**src/rtl/spi_reg_ctrl_if.sv**
```systemverilog
// Shared 8-bit peripheral register bus between the SPI transaction sequencer
// (master) and the register banks (slave).
interface spi_reg_ctrl_if #(
  parameter int ADDR_W = 7
);
  // Strobe semantics: bus_wr and bus_rd are single-cycle, mutually exclusive
  // strobes qualified by bus_sel/bus_addr (and bus_wdata for writes) in the
  // same cycle; the slave returns bus_rdata exactly one cycle after bus_rd and
  // never stalls the master.
  logic [4:0]        bus_sel;
  logic [ADDR_W-1:0] bus_addr;
  logic [7:0]        bus_wdata;
  logic              bus_wr;
  logic              bus_rd;
  logic [7:0]        bus_rdata;

  modport master (
    output bus_sel, bus_addr, bus_wdata, bus_wr, bus_rd,
    input  bus_rdata
  );

  modport slave (
    input  bus_sel, bus_addr, bus_wdata, bus_wr, bus_rd,
    output bus_rdata
  );
endinterface

```
**src/rtl/spi_reg_ctrl.sv**
```systemverilog
// Sequences SPI slave byte events into register-bus writes and prefetched
// reads with auto-incrementing addresses.
module spi_reg_ctrl #(
  parameter int          ADDR_W     = 7,
  parameter int          NUM_PERIPH = 8,
  parameter logic [7:0]  ERR_BYTE   = 8'hFF
) (
  input  logic        clk_clk,
  input  logic        reset_reset_n,
  input  logic        spi_ss_n,
  input  logic [7:0]  spi_rcv_cmd,
  input  logic [4:0]  spi_periph_slct,
  input  logic [7:0]  spi_rcv_byte,
  input  logic        spi_write_sig,
  input  logic        spi_inc_wraddr,
  output logic [7:0]  spi_send_byte,
  spi_reg_ctrl_if.master bus,
  output logic        busy,
  output logic        err,
  output logic [2:0]  dbg_state
);

  typedef enum logic [2:0] {
    IDLE     = 3'd0,
    WAIT_CMD = 3'd1,
    WRITE    = 3'd2,
    RD_ISSUE = 3'd3,
    RD_CAPT  = 3'd4,
    READ     = 3'd5
  } state_t;

  localparam logic [5:0]        NUM_SEL  = 6'(NUM_PERIPH);
  localparam logic [ADDR_W-1:0] ADDR_ONE = ADDR_W'(1);

  state_t            state_q, state_d;
  logic [7:0]        send_q, send_d;
  logic [4:0]        sel_q, sel_d;
  logic [ADDR_W-1:0] addr_q, addr_d;
  logic [7:0]        wdata_q, wdata_d;
  logic              wr_q, wr_d;
  logic              rd_q, rd_d;
  logic              err_q, err_d;
  logic              pend_q, pend_d;
  logic              sel_ok;
  logic [ADDR_W-1:0] addr_inc;

  assign sel_ok   = {1'b0, spi_periph_slct} < NUM_SEL;
  assign addr_inc = addr_q + ADDR_ONE;

  always_ff @(posedge clk_clk or negedge reset_reset_n) begin
    if (!reset_reset_n) begin
      state_q <= IDLE;
      send_q  <= 8'h00;
      sel_q   <= 5'd0;
      addr_q  <= '0;
      wdata_q <= 8'h00;
      wr_q    <= 1'b0;
      rd_q    <= 1'b0;
      err_q   <= 1'b0;
      pend_q  <= 1'b0;
    end else begin
      state_q <= state_d;
      send_q  <= send_d;
      sel_q   <= sel_d;
      addr_q  <= addr_d;
      wdata_q <= wdata_d;
      wr_q    <= wr_d;
      rd_q    <= rd_d;
      err_q   <= err_d;
      pend_q  <= pend_d;
    end
  end

  // pend_q doubles as the write-side deferred increment (so a write issued the
  // cycle after its byte strobe still sees the pre-increment address) and as
  // the one-deep increment queue while a read is in flight.
  always_comb begin
    state_d = state_q;
    send_d  = send_q;
    sel_d   = sel_q;
    addr_d  = addr_q;
    wdata_d = wdata_q;
    wr_d    = 1'b0;
    rd_d    = 1'b0;
    err_d   = err_q;
    pend_d  = pend_q;
    if (state_q != IDLE && spi_ss_n) begin
      state_d = IDLE;
      pend_d  = 1'b0;
    end else begin
      case (state_q)
        IDLE: begin
          if (!spi_ss_n) begin
            state_d = WAIT_CMD;
            err_d   = 1'b0;
            pend_d  = 1'b0;
          end
        end
        WAIT_CMD: begin
          if (spi_write_sig) begin
            sel_d  = spi_periph_slct;
            addr_d = spi_rcv_cmd[ADDR_W-1:0];
            err_d  = !sel_ok;
            if (spi_rcv_cmd[7]) begin
              state_d = WRITE;
            end else begin
              state_d = RD_ISSUE;
              rd_d    = sel_ok;
            end
          end
        end
        WRITE: begin
          if (pend_q) addr_d = addr_inc;
          pend_d = spi_inc_wraddr;
          if (spi_write_sig) begin
            wdata_d = spi_rcv_byte;
            wr_d    = !err_q;
          end
        end
        RD_ISSUE: begin
          state_d = RD_CAPT;
          pend_d  = pend_q | spi_inc_wraddr;
        end
        RD_CAPT: begin
          send_d  = err_q ? ERR_BYTE : bus.bus_rdata;
          state_d = READ;
          pend_d  = pend_q | spi_inc_wraddr;
        end
        READ: begin
          if (pend_q || spi_inc_wraddr) begin
            addr_d  = addr_inc;
            state_d = RD_ISSUE;
            rd_d    = !err_q;
            pend_d  = pend_q & spi_inc_wraddr;
          end
        end
        default: state_d = IDLE;
      endcase
    end
  end

  assign spi_send_byte = send_q;
  assign bus.bus_sel   = sel_q;
  assign bus.bus_addr  = addr_q;
  assign bus.bus_wdata = wdata_q;
  assign bus.bus_wr    = wr_q;
  assign bus.bus_rd    = rd_q;
  assign busy          = (state_q != IDLE);
  assign err           = err_q;
  assign dbg_state     = state_q;

endmodule

```
**src/flat_wrapper.sv**
```systemverilog
// flat-port wrapper written by rule: the top's interface ports become plain ports
module spi_reg_ctrl_flat 
#(
  parameter int          ADDR_W     = 7,
  parameter int          NUM_PERIPH = 8,
  parameter logic [7:0]  ERR_BYTE   = 8'hFF
)
  (clk_clk, reset_reset_n, spi_ss_n, spi_rcv_cmd, spi_periph_slct, spi_rcv_byte, spi_write_sig, spi_inc_wraddr, spi_send_byte, busy, err, dbg_state, bus_bus_sel, bus_bus_addr, bus_bus_wdata, bus_bus_wr, bus_bus_rd, bus_bus_rdata);
  spi_reg_ctrl_if #(.ADDR_W(ADDR_W)) bus_i ();
  input  logic clk_clk;
  input  logic reset_reset_n;
  input  logic spi_ss_n;
  input  logic [7:0] spi_rcv_cmd;
  input  logic [4:0] spi_periph_slct;
  input  logic [7:0] spi_rcv_byte;
  input  logic spi_write_sig;
  input  logic spi_inc_wraddr;
  output logic [7:0] spi_send_byte;
  output logic busy;
  output logic err;
  output logic [2:0] dbg_state;
  output wire logic [$bits(bus_i.bus_sel)-1:0] bus_bus_sel;
  output wire logic [$bits(bus_i.bus_addr)-1:0] bus_bus_addr;
  output wire logic [$bits(bus_i.bus_wdata)-1:0] bus_bus_wdata;
  output wire logic [$bits(bus_i.bus_wr)-1:0] bus_bus_wr;
  output wire logic [$bits(bus_i.bus_rd)-1:0] bus_bus_rd;
  input wire logic [$bits(bus_i.bus_rdata)-1:0] bus_bus_rdata;
  assign bus_bus_sel = bus_i.bus_sel;
  assign bus_bus_addr = bus_i.bus_addr;
  assign bus_bus_wdata = bus_i.bus_wdata;
  assign bus_bus_wr = bus_i.bus_wr;
  assign bus_bus_rd = bus_i.bus_rd;
  assign bus_i.bus_rdata = bus_bus_rdata;
  spi_reg_ctrl #(.ADDR_W(ADDR_W), .NUM_PERIPH(NUM_PERIPH), .ERR_BYTE(ERR_BYTE)) u_core (.clk_clk(clk_clk), .reset_reset_n(reset_reset_n), .spi_ss_n(spi_ss_n), .spi_rcv_cmd(spi_rcv_cmd), .spi_periph_slct(spi_periph_slct), .spi_rcv_byte(spi_rcv_byte), .spi_write_sig(spi_write_sig), .spi_inc_wraddr(spi_inc_wraddr), .spi_send_byte(spi_send_byte), .bus(bus_i), .busy(busy), .err(err), .dbg_state(dbg_state));
endmodule
```
**config.mk**
```make
export PLATFORM = sky130hd
export DESIGN_NAME = spi_reg_ctrl_flat
export DESIGN_NICKNAME = d
export VERILOG_FILES = /design/src/rtl/spi_reg_ctrl_if.sv /design/src/rtl/spi_reg_ctrl.sv /design/src/flat_wrapper.sv
export SDC_FILE = /design/constraint.sdc
export NUM_CORES = 1
export LEC_CHECK = 0
export CELL_PAD_IN_SITES_DETAIL_PLACEMENT = 1
export CELL_PAD_IN_SITES_GLOBAL_PLACEMENT = 2
export CORE_MARGIN = 3
export CORE_UTILIZATION = 42
export CTS_BUF_LIST = sky130_fd_sc_hd__clkbuf_2 sky130_fd_sc_hd__clkbuf_4 sky130_fd_sc_hd__clkbuf_8
export DETAILED_ROUTE_END_ITERATION = 16
export DONT_BUFFER_PORTS = 1
export PLACE_DENSITY_LB_ADDON = 0.1
export SLEW_MARGIN = 20
export SYNTH_ARGS = -nofsm -noshare
export SYNTH_HDL_FRONTEND = slang
export SYNTH_SLANG_ARGS = --single-unit
```
**constraint.sdc**
```tcl
create_clock -name clk_clk -period 3.23 [get_ports clk_clk]
set_input_delay 0.323 -clock clk_clk [delete_from_list [all_inputs] [get_ports clk_clk]]
set_output_delay 0.323 -clock clk_clk [all_outputs]
set_load 0.05 [all_outputs]
```
==> results_dict.tcl <==
set metrics [dict create \
    numCtsBuffers 5 \
    worst_path_max_delay_cell "or4_1" \
    core-area_sq_mm 0.004058 \
    p_sw_share_pct 47.80 \
    synth_edf_count 0 \
    ant_nets 0 \
    synth_most_common_cell "dfrtp_1" \
    p_per_area_mw_per_mm2 900.9 \
    cap_violations 0 \
    fin_worst_skew_ns 0.009777 \
    die_h_microns 71.25 \
    p_seq_share_pct 63.2 \
    cp_slowest_stage_delay_ns 0.65 \
    slew_headroom_pct 49.06 \
    slew_viol_final 0 \
    hp-class "in -> reg" \
    period_needed_ns 2.119 \
    htree_levels 2 \
    synth_area_leaders "dfrtp_1, mux2_1, nor2_1" \
    io_buffers 0 \
    seq_area_sq_um 875.8 \
    antenna_found_initial 0 \
    ios 69 \
    power.net_switching_mw 0.8454 \
    grt_pass1_vias 1399 \
    grt_pass1_wl_microns 7155 \
    drtIter0Drc 58 \
    filler_cell_count 460 \
    ys_seq_area_share_pct 48.99 \
    path_cells "buf_4 > nand2b_1 > or4_1 > mux2_1" \
    cp_num_cells 4 \
    clockBufferDepth 2 \
    path_buf_inv 1 \
    async_flop_share_pct 100.0 \
    dp_hpwl_microns 3213 \
    arrival_ns 2.27 \
    crit_family "simple AND/OR/NAND/NOR gates" \
    ys_top_cells_by_count "dfrtp_1, nor2_1, a21oi_1" \
    grt_max_degree 36 \
    avgSynthCellArea_sq_um 10.58 \
    gp_congestion 0.7844 \
    ys_warn_count 0 \
    clkPwrFrac_pct 23.0 \
    ys_seq_elements 35 \
    vias 1298 \
    place_inst 212 \
    fin_nets 206 \
    outcome "complete, no violations" \
    synth_nets 204 \
    clkTransAtPathRegs_ns 0.07 \
    overflow 0 \
    worstPathRequired_ns 3.38 \
    start_util_pct 44.06 \
    rr_worst_depth 4 \
    syn_to_final_growth_pct 9.797 \
    clkLatencyLatePin_ns 0.28 \
    tns_ns 0 \
    cts_resized 0 \
    yosys.area.top_type_share_pct 48.99 \
    ys.flop_type "dfrtp_1" \
    drtPass1Iterations 4 \
    ir_drop_mv 0.3706 \
    cts_tree "built" \
    multi_input_area_sq_um 843.3 \
    via_per_inst 5.847 \
    die_width_microns 71.25 \
    setup_viol 0 \
    cts_root_buf "clkbuf_8" \
    crit_type "reg -> reg" \
    p_leak_nw 0.8058 \
    layoutNonFillerInstCount 222 \
    cts_sinks 35 \
    routed_wl_microns 4293 \
    worstSetupEndpointType "flip-flop" \
    tightest_slew_ns 0.7640 \
    wl_per_cell_microns 19.34 \
    fin_crit_sh_pct 65.60 \
    crit_path_start_kind "flip-flop" \
    grt.total_usage_pct 17.79 \
    holdPathStages 1 \
    synthCells 169 \
    p_int_mw 0.9231 \
    drc_errors 0 \
    yosys.area.top_type "dfrtp_1" \
    timing.fmax_mhz 471.9 \
    hold_viol 0 \
    rows 23 \
    synth_area_sq_mm 0.001788 \
    crit_fanout 12 \
    n_antenna_cell 0 \
    dieArea_sq_mm 0.005076 \
    rsz0062_at_grt "false" \
    pwr-share-comb_pct 13.8 \
    yosysUniqueCellTypes 46 \
    drive_gt1_share_pct 16.86 \
]
==> worst register-to-register path, delay by kind of cell (launching register included) <==
family / cells / cell delay [ns]
simple gates: 2 / 0.90
flops: 1 / 0.44
buf+inv: 1 / 0.25
mux: 1 / 0.41
==> power groups by stage <==
stage                     registers, mW  clock network [mW]  logic [mW]
after floorplan                    1.09                   0       0.200
after global placement             1.12                   0       0.216
after detailed placement           1.13                   0       0.235
after CTS                          1.12               0.417       0.250
after global routing               1.14               0.440       0.277
final                              1.12               0.407       0.244
==> worst paths after layout <==
| check | endpoint | slack [ns] | from |
|---|---|---|---|
| min | u_core.dbg_state[2] | 0.11 | spi_ss_n |
| max in group asynchronous | u_core.pend_q | 2.53 | reset_reset_n |
| min in group asynchronous | u_core.bus.bus_wdata[5] | 0.52 | reset_reset_n |
| min reg2reg | u_core.pend_q | 0.64 | u_core.pend_q |
| max reg2reg | u_core.bus.bus_wdata[0] | 1.11 | u_core.dbg_state[2] |
| max | u_core.bus.bus_wdata[0] | 1.11 | u_core.dbg_state[2] |
==> logic make-up after synthesis <==
| logic type | after synthesis | share of synthesized area [%] |
|---|---|---|
| AO/OA/AOI/OAI | 43 | 16.38 |
| flip-flops | 35 | 48.99 |
| buffers and inverters | 13 | 3.849 |
| multiplexers | 16 | 9.867 |
| AND/OR/NAND/NOR | 61 | 20.23 |
| adder cells (fa/ha/maj) | 1 | 0.6997 |
==> layer usage <==
| metal | GRT usage [%] | wire length, microns | vias up |
|---|---|---|---|
| li1 | - | - | 612 |
| met1 | 23.22 | 1812 | 632 |
| met2 | 28.57 | 2094 | 50 |
| met3 | 6.031 | 350 | 4 |
| met4 | 4.384 | 36 | 0 |
| met5 | 0 | 0 | - |
==> through the flow <==
| step | power (mW) | area [sq um] | util (%) | worst slack, ns | hold WS [ns] |
|---|---|---|---|---|---|
| 2_1_floorplan | 1.293 | 1788 | - | 1.254 | 0.02741 |
| 3_3_place_gp | 1.339 | 1815 | 44.74 | 1.188 | 0.02824 |
| 3_5_place_dp | 1.370 | 1815 | 44.74 | 1.093 | 0.02830 |
| 4_1_cts | 1.791 | 1963 | 48.38 | 1.085 | 0.09322 |
| 5_1_grt | 1.857 | 1963 | 48.38 | 1.002 | 0.09073 |
| 6_report | 1.769 | 1963 | 48.38 | 1.111 | 0.1053 |
==> state kept, by name (all words and copies together) (netlist names) <==
register	cells
u_core.bus.bus_addr	7
u_core.bus.bus_wr	1
u_core.spi_send_byte	8
u_core.dbg_state	3
u_core.err	1
u_core.bus.bus_sel	5
u_core.pend_q	1
u_core.bus.bus_rd	1
u_core.bus.bus_wdata	8
==> cell usage in the layout (no fill, tap or decap), types with 2 or more instances in the layout <==
cell type  instances
o21ai_0            8
nor2_1            21
mux2i_1            3
and3_1             3
dfrtp_1           35
nand3_1            5
a211oi_1           3
nand2b_1           2
mux2_2             5
or3b_1             2
inv_1              2
o22ai_1            2
mux2_1             8
a2bb2oi_1          4
clkbuf_8           6
or2_2              3
buf_4              3
nor3_1             4
nand2_1            5
a21oi_1           15
nor2b_1            5
==> area by class of cell <==
cell class / instances / share of cell area (%)
clock buffer: 6 / 4.207
sequential: 35 / 44.61
multi-input combinational: 121 / 42.96
inverter: 3 / 0.5736
clock inverter: 2 / 1.785
tap: 50 / 3.187
timing repair buffer: 5 / 2.677
==> what timing repair did <==
item | CTS | global route
hold buffers | 2 | 0
buffers inserted | 0 | 0
hold endpoints to repair | 35 | 0
(Power assumes the default switching activity.)
